[src/rtl/adc_acq_ctrl.sv]
// Oscilloscope acquisition controller: paces ADC conversions, detects an edge
// trigger and fills a circular capture RAM keeping P pre-trigger samples.
module adc_acq_ctrl #(
  parameter int DATA_W = 12,
  parameter int ADDR_W = 10,
  parameter int DIV_W  = 16
) (
  input  logic              clk,
  input  logic              rst_n,
  input  logic              arm,
  input  logic              abort,
  input  logic [2:0]        chan,
  input  logic [DIV_W-1:0]  rate_div,
  input  logic [DATA_W-1:0] trig_level,
  input  logic              trig_edge,
  input  logic [ADDR_W-1:0] pretrig,
  input  logic              force_trig,
  output logic              conv_start,
  output logic [2:0]        conv_chan,
  input  logic              conv_done,
  input  logic [DATA_W-1:0] conv_data,
  output logic              wr_en,
  output logic [ADDR_W-1:0] wr_addr,
  output logic [DATA_W-1:0] wr_data,
  output logic              busy,
  output logic              triggered,
  output logic              capture_done,
  output logic [ADDR_W-1:0] trig_addr,
  output logic              overrun
);

  typedef enum logic [2:0] {IDLE, PRETRIG, WAIT_TRIG, POST, DONE} state_e;

  state_e            state_q;
  logic [DIV_W-1:0]  div_q, rate_q;
  logic [DATA_W-1:0] level_q, prev_q, wr_data_q;
  logic              edge_q, prev_vld_q, force_pend_q, pend_q;
  logic [ADDR_W-1:0] p_q, cnt_q, wr_addr_q, trig_addr_q;
  logic [2:0]        chan_q;
  logic              conv_start_q, wr_en_q, busy_q, trig_q, done_q, ovr_q;

  logic              active, arm_ok, sample, rise, fall, lvl_hit, hit, leave;
  logic [ADDR_W-1:0] cnt_nx, post_len;

  assign active   = (state_q == PRETRIG) || (state_q == WAIT_TRIG) || (state_q == POST);
  assign arm_ok   = arm && !abort && ((state_q == IDLE) || (state_q == DONE));
  assign sample   = conv_done && active;
  assign cnt_nx   = cnt_q + 1'b1;
  assign post_len = {ADDR_W{1'b1}} - p_q;

  assign rise    = (prev_q < level_q) && (conv_data >= level_q);
  assign fall    = (prev_q > level_q) && (conv_data <= level_q);
  assign lvl_hit = prev_vld_q && (edge_q ? fall : rise);
  // Level and forced triggers on the same sample collapse into one hit.
  assign hit     = sample && (state_q == WAIT_TRIG) && !trig_q &&
                   (lvl_hit || force_pend_q || force_trig);

  // Final write of the capture: no further tick may be issued on this edge.
  assign leave = wr_en_q &&
                 (((state_q == WAIT_TRIG) && trig_q && (post_len == '0)) ||
                  ((state_q == POST) && (cnt_nx == post_len)));

  always_ff @(posedge clk or negedge rst_n) begin
    if (!rst_n) begin
      state_q      <= IDLE;
      div_q        <= '0;
      rate_q       <= '0;
      level_q      <= '0;
      prev_q       <= '0;
      wr_data_q    <= '0;
      edge_q       <= 1'b0;
      prev_vld_q   <= 1'b0;
      force_pend_q <= 1'b0;
      pend_q       <= 1'b0;
      p_q          <= '0;
      cnt_q        <= '0;
      wr_addr_q    <= '0;
      trig_addr_q  <= '0;
      chan_q       <= '0;
      conv_start_q <= 1'b0;
      wr_en_q      <= 1'b0;
      busy_q       <= 1'b0;
      trig_q       <= 1'b0;
      done_q       <= 1'b0;
      ovr_q        <= 1'b0;
    end else begin
      conv_start_q <= 1'b0;
      wr_en_q      <= 1'b0;
      if (conv_done) pend_q <= 1'b0;
      if (abort) begin
        state_q      <= IDLE;
        busy_q       <= 1'b0;
        done_q       <= 1'b0;
        trig_q       <= 1'b0;
        force_pend_q <= 1'b0;
        pend_q       <= 1'b0;
      end else if (arm_ok) begin
        // pretrig is ADDR_W wide, so it can never exceed DEPTH-1.
        rate_q       <= rate_div;
        div_q        <= rate_div;
        level_q      <= trig_level;
        edge_q       <= trig_edge;
        p_q          <= pretrig;
        chan_q       <= chan;
        conv_start_q <= 1'b1;
        pend_q       <= 1'b1;
        wr_addr_q    <= '0;
        cnt_q        <= '0;
        trig_q       <= 1'b0;
        trig_addr_q  <= '0;
        ovr_q        <= 1'b0;
        done_q       <= 1'b0;
        busy_q       <= 1'b1;
        prev_vld_q   <= 1'b0;
        force_pend_q <= 1'b0;
        state_q      <= (pretrig == '0) ? WAIT_TRIG : PRETRIG;
      end else if (active) begin
        if (div_q == '0) begin
          div_q <= rate_q;
          if (!leave) begin
            // A result arriving on the tick frees the reader for the new request.
            if (!pend_q || conv_done) begin
              conv_start_q <= 1'b1;
              pend_q       <= 1'b1;
            end else begin
              ovr_q <= 1'b1;
            end
          end
        end else begin
          div_q <= div_q - 1'b1;
        end

        if (sample) begin
          wr_en_q    <= 1'b1;
          wr_data_q  <= conv_data;
          prev_q     <= conv_data;
          prev_vld_q <= 1'b1;
        end
        if (hit) begin
          trig_q      <= 1'b1;
          trig_addr_q <= wr_addr_q;
        end

        if (state_q == WAIT_TRIG) force_pend_q <= (force_pend_q || force_trig) && !sample;
        else                      force_pend_q <= 1'b0;

        if (wr_en_q) begin
          wr_addr_q <= wr_addr_q + 1'b1;
          case (state_q)
            PRETRIG: begin
              if (cnt_nx == p_q) begin
                state_q <= WAIT_TRIG;
                cnt_q   <= '0;
              end else begin
                cnt_q <= cnt_nx;
              end
            end
            WAIT_TRIG: begin
              if (trig_q) begin
                cnt_q <= '0;
                if (leave) begin
                  state_q <= DONE;
                  busy_q  <= 1'b0;
                  done_q  <= 1'b1;
                end else begin
                  state_q <= POST;
                end
              end
            end
            POST: begin
              if (leave) begin
                state_q <= DONE;
                busy_q  <= 1'b0;
                done_q  <= 1'b1;
              end else begin
                cnt_q <= cnt_nx;
              end
            end
            default: ;
          endcase
        end
      end
    end
  end

  assign conv_start   = conv_start_q;
  assign conv_chan    = chan_q;
  assign wr_en        = wr_en_q;
  assign wr_addr      = wr_addr_q;
  assign wr_data      = wr_data_q;
  assign busy         = busy_q;
  assign triggered    = trig_q;
  assign capture_done = done_q;
  assign trig_addr    = trig_addr_q;
  assign overrun      = ovr_q;

endmodule

[config.mk]
export PLATFORM = sky130hd
export DESIGN_NAME = adc_acq_ctrl
export DESIGN_NICKNAME = d
export VERILOG_FILES = /design/src/rtl/adc_acq_ctrl.sv
export SDC_FILE = /design/constraint.sdc
export NUM_CORES = 1
export LEC_CHECK = 0
export CORE_MARGIN = 4
export CORE_UTILIZATION = 58
export CTS_BUF_LIST = sky130_fd_sc_hd__clkbuf_16
export CTS_CLUSTER_SIZE = 25
export DETAILED_ROUTE_END_ITERATION = 8
export PLACE_DENSITY = 0.86
export SLEW_MARGIN = 20
export SYNTH_ARGS = -nofsm -noshare
export SYNTH_HDL_FRONTEND = slang
export SYNTH_SLANG_ARGS = --single-unit
export TNS_END_PERCENT = 5
[constraint.sdc]
create_clock -name clk -period 7.35 [get_ports clk]
set_input_delay 0.735 -clock clk [delete_from_list [all_inputs] [get_ports clk]]
set_output_delay 0.735 -clock clk [all_outputs]
set_load 0.005 [all_outputs]
==> flow_summary.rst <==
.. list-table::
   :header-rows: 1

   * - Metric
     - Value
   * - Crit-path slowest cell
     - dfrtp_1
   * - Mapped Nets
     - 763
   * - Worst supply voltage drop on vdd
     - 265.0 uV
   * - Number of setup buffers added after CTS
     - 0
   * - Ratio of cells with drive above 1 in the final layout
     - 0.05937
   * - Clock tree root driver cell
     - clkbuf_16
   * - Max Clock Skew
     - 0.007503 ns
   * - Routability-driven placement congestion ratio
     - 0.9267
   * - Total of warnings raised by yosys
     - 0
   * - Startpoint of the worst setup timing path
     - cnt_q[2]$_DFFE_PN0P_
   * - Sequential share of the synthesized area
     - 0.4503
   * - Crit path required time
     - 7.60 ns
   * - Power density over cell area
     - 359.9 mW/mm2
   * - Number of synthesized flops with an enable pin
     - 0
   * - Number of different library cells in the post-synthesis netlist
     - 66
   * - Vias in the first global route
     - 5416
   * - Sequential cell area
     - 0.002803 mm2
   * - Initial antenna violation count
     - 0
   * - Highest fanout seen on the critical path
     - 14
   * - Fmax
     - 0.2866 GHz
   * - Area after DPL
     - 0.007254 mm2
   * - Iteration count of the initial detailed-routing pass
     - 5
   * - Core area
     - 0.01037 mm2
   * - Clock tree from TritonCTS
     - yes
   * - Fraction of the cycle the final worst path needs
     - 0.4747
   * - Setup repair after global routing missed its margin
     - no
   * - Die area
     - 0.01245 mm2
   * - Chain of cells forming the critical path
     - nand3_1 > nor3_1 > xnor2_1 > nand4_1 > nor4_4 > nor3_2 > a221o_1
   * - Pin count of the biggest net entering global routing
     - 79
   * - Setup slack, reg-to-reg
     - 3.86 ns
   * - Final critical delay including setup and external delays
     - 3.489 ns
   * - Lkg Pwr
     - 3.335 nW
   * - Synth Cell Area
     - 0.006223 mm2
   * - Switching Share
     - 0.3944
   * - Worst path bufs/invs
     - 0
   * - Total count of hold-check failures in the final report
     - 0
   * - Worst endpoint data arrival time
     - 3.74 ns
   * - Mean Syn Cell Area
     - 9.220 um2
   * - Post-route design area
     - 0.007586 mm2
   * - Register share of total power
     - 0.392
   * - Synth async-reset ratio
     - 1.000
   * - Overflow after GRT
     - 0
   * - Run status
     - finished clean
   * - Clock-pin slew reported for the worst setup and hold paths after clock tree synthesis
     - 0.07 ns
   * - Worst Reg2Reg Path Length in Cells
     - 7
   * - Power Internal
     - 1.653 mW
   * - Part of the total power dissipated in the clock network
     - 0.198
   * - Top-Level Pins
     - 101
   * - Crit start category
     - register
   * - CTS hold repair buffers
     - 0
   * - Leading area contributor after synthesis
     - dfrtp_1
   * - Count of unresolved DRC violations after routing
     - 0
   * - Worst-margin pin slew
     - 1.067 ns
   * - Antenna cell count
     - 0
   * - Std cell rows
     - 37
   * - Setup violation total in the final timing report
     - 0
   * - Proportion of netlist area held by the largest area contributor
     - 0.4503
   * - Latest clock arrival within the worst-skew pair
     - 0.37 ns
   * - Number of DRC markers after the initial detailed-route iteration
     - 358
   * - Net switching power of the design
     - 1.077 mW
   * - DP HPWL
     - 11.30 mm
   * - WS Path Type
     - reg2reg
   * - Number of vias in the routed layout
     - 5471
   * - Endpoint kind of the worst setup timing path
     - register
   * - Area used by multi-input combinational logic
     - 0.003171 mm2
   * - X dimension of the die
     - 111.6 um
   * - CTS HTree Levels
     - 3
   * - WL final
     - 15.87 mm
   * - Number of buffers between clock root and the deepest sink
     - 2
   * - Cell count after synthesis
     - 675
   * - Area delta synth->final
     - 21.89%
   * - Path category of the worst min-delay check
     - in2async
   * - Global router's overall resource usage
     - 0.2582
   * - Critical register-to-register path endpoint
     - cnt_q[9]$_DFFE_PN0P_
   * - Number of violations of the max-capacitance limit
     - 0
   * - Worst slew slack as a fraction of its limit
     - 0.2888
   * - Final nets
     - 841
   * - Clock buffer count from CTS
     - 9
   * - Final sum of negative setup slack
     - 0 ns
   * - Maximum cell stage delay along the critical path
     - 0.63 ns
   * - Post_cts resized
     - 0
   * - Wire length of the first global-routing pass
     - 26.10 mm
   * - Mean number of vias per cell
     - 6.120
   * - Largest delay contributor family on the critical path
     - simple AND/OR/NAND/NOR gates
   * - Overall Power
     - 2.730 mW
   * - Count of filler cells inserted in the layout
     - 768
   * - Synth top area cells
     - dfrtp_1, nand2_1, ha_1
   * - Commonest cells in the synthesized netlist
     - nand2_1, dfrtp_1, o21ai_0
   * - Register bit count reported by yosys
     - 112
   * - Count of port buffers added during placement
     - 100
   * - Combinational share of power
     - 0.410
   * - Count of nets left with antenna violations after detail routing
     - 0
   * - Number of pins exceeding their max-slew limit in the final report
     - 0
   * - Origin of the critical flop-to-flop path
     - cnt_q[2]$_DFFE_PN0P_
   * - Prevailing post-synth register cell
     - dfrtp_1
   * - Routed wire length per instance
     - 17.75 um
   * - Sinks on Clock Net
     - 112
   * - Cell with the most instances after synthesis
     - nand2_1
   * - Floorplan die height
     - 111.6 um
   * - Initial Utilization
     - 0.6001
placed cells by master (no fill, tap or decap), types with 4 or more instances in the layout:
cell type,Yosys,layout
or3_1,4,4
nor4_1,7,7
a32o_1,10,10
o31ai_1,5,5
a211oi_1,4,4
a31oi_1,4,4
o21ai_0,43,43
nor2b_1,4,4
a21oi_1,37,37
nor4b_1,5,5
ha_1,28,28
nand2_1,132,132
dfrtp_1,112,112
buf_4,2,4
xnor2_1,11,11
nand4_1,13,13
nor2_1,41,40
nor3_1,22,22
mux2_2,11,11
inv_1,24,24
xor2_1,11,11
nand2b_1,7,7
o22ai_1,8,8
clkbuf_16,0,9
nand3_1,22,22
and3_1,9,9
o21ai_1,4,4
clkdlybuf4s50_1,0,99
a221o_1,8,8
power groups by stage:
stage / Sequential [mW] / Clock, mW / Combinational (mW)
after floorplan: 0.979 / 0 / 0.817
after global placement: 1.06 / 0 / 1.05
after detailed placement: 1.07 / 0 / 1.11
after CTS: 1.06 / 0.549 / 1.12
after global routing: 1.10 / 0.576 / 1.24
final: 1.07 / 0.541 / 1.12
metal layers:
| layer | global-route usage | vias to the layer above | routed length (um) |
|---|---|---|---|
| met5 | 0 | - | 0 |
| met4 | 0.1054 | 0 | 476 |
| met3 | 0.06413 | 53 | 1088 |
| met2 | 0.4407 | 226 | 7980 |
| met1 | 0.3141 | 2620 | 6325 |
| li1 | - | 2572 | - |
area by class of cell:
| type | instances | area share |
|---|---|---|
| Inverter | 24 | 0.01188 |
| Tap cell | 136 | 0.02243 |
| Clock buffer | 9 | 0.02969 |
| Timing Repair Buffer | 103 | 0.1346 |
| Sequential cell | 112 | 0.3695 |
| Clock inverter | 7 | 0.01402 |
| Multi-Input combinational cell | 503 | 0.4179 |
registers in the layout, summed over array words and instances, names as in the netlist, 3 cells and up:
register   count
wr_addr       10
state_q        3
cnt_q         10
p_q           10
level_q       12
div_q         16
wr_data       12
trig_addr     10
conv_chan      3
rate_q        16
metrics by stage:
stage,worst slack (ns),hold slack [ns],cells,utilization
2_1_floorplan,4.605,0.4394,675,-
3_3_place_gp,3.871,0.4517,878,0.6996
3_5_place_dp,3.706,0.4657,878,0.6996
4_1_cts,3.948,0.3322,894,0.7315
5_1_grt,3.659,0.3585,894,0.7315
6_report,3.861,0.3172,894,0.7315
cell families after synthesis:
kind of cell	share of synthesized area
fa+ha+maj	0.05629
compound gates	0.1635
mux	0.02654
flops	0.4503
simple gates	0.2258
buf+inv	0.04142
xor+xnor	0.03619
how the worst max path moves through the flow:
stage | depth (start not counted) | slack [ns] | to
3_3_place_gp | 8 | 3.87 | trig_addr[7]$_DFFE_PN0P_
3_5_place_dp | 8 | 3.71 | trig_addr[6]$_DFFE_PN0P_
5_1_grt | 7 | 3.66 | cnt_q[5]$_DFFE_PN0P_
6_report | 7 | 3.86 | cnt_q[9]$_DFFE_PN0P_
2_1_floorplan | 8 | 4.61 | trig_addr[0]$_DFFE_PN0P_
4_1_cts | 7 | 3.95 | cnt_q[9]$_DFFE_PN0P_
(Power assumes the default switching activity.)
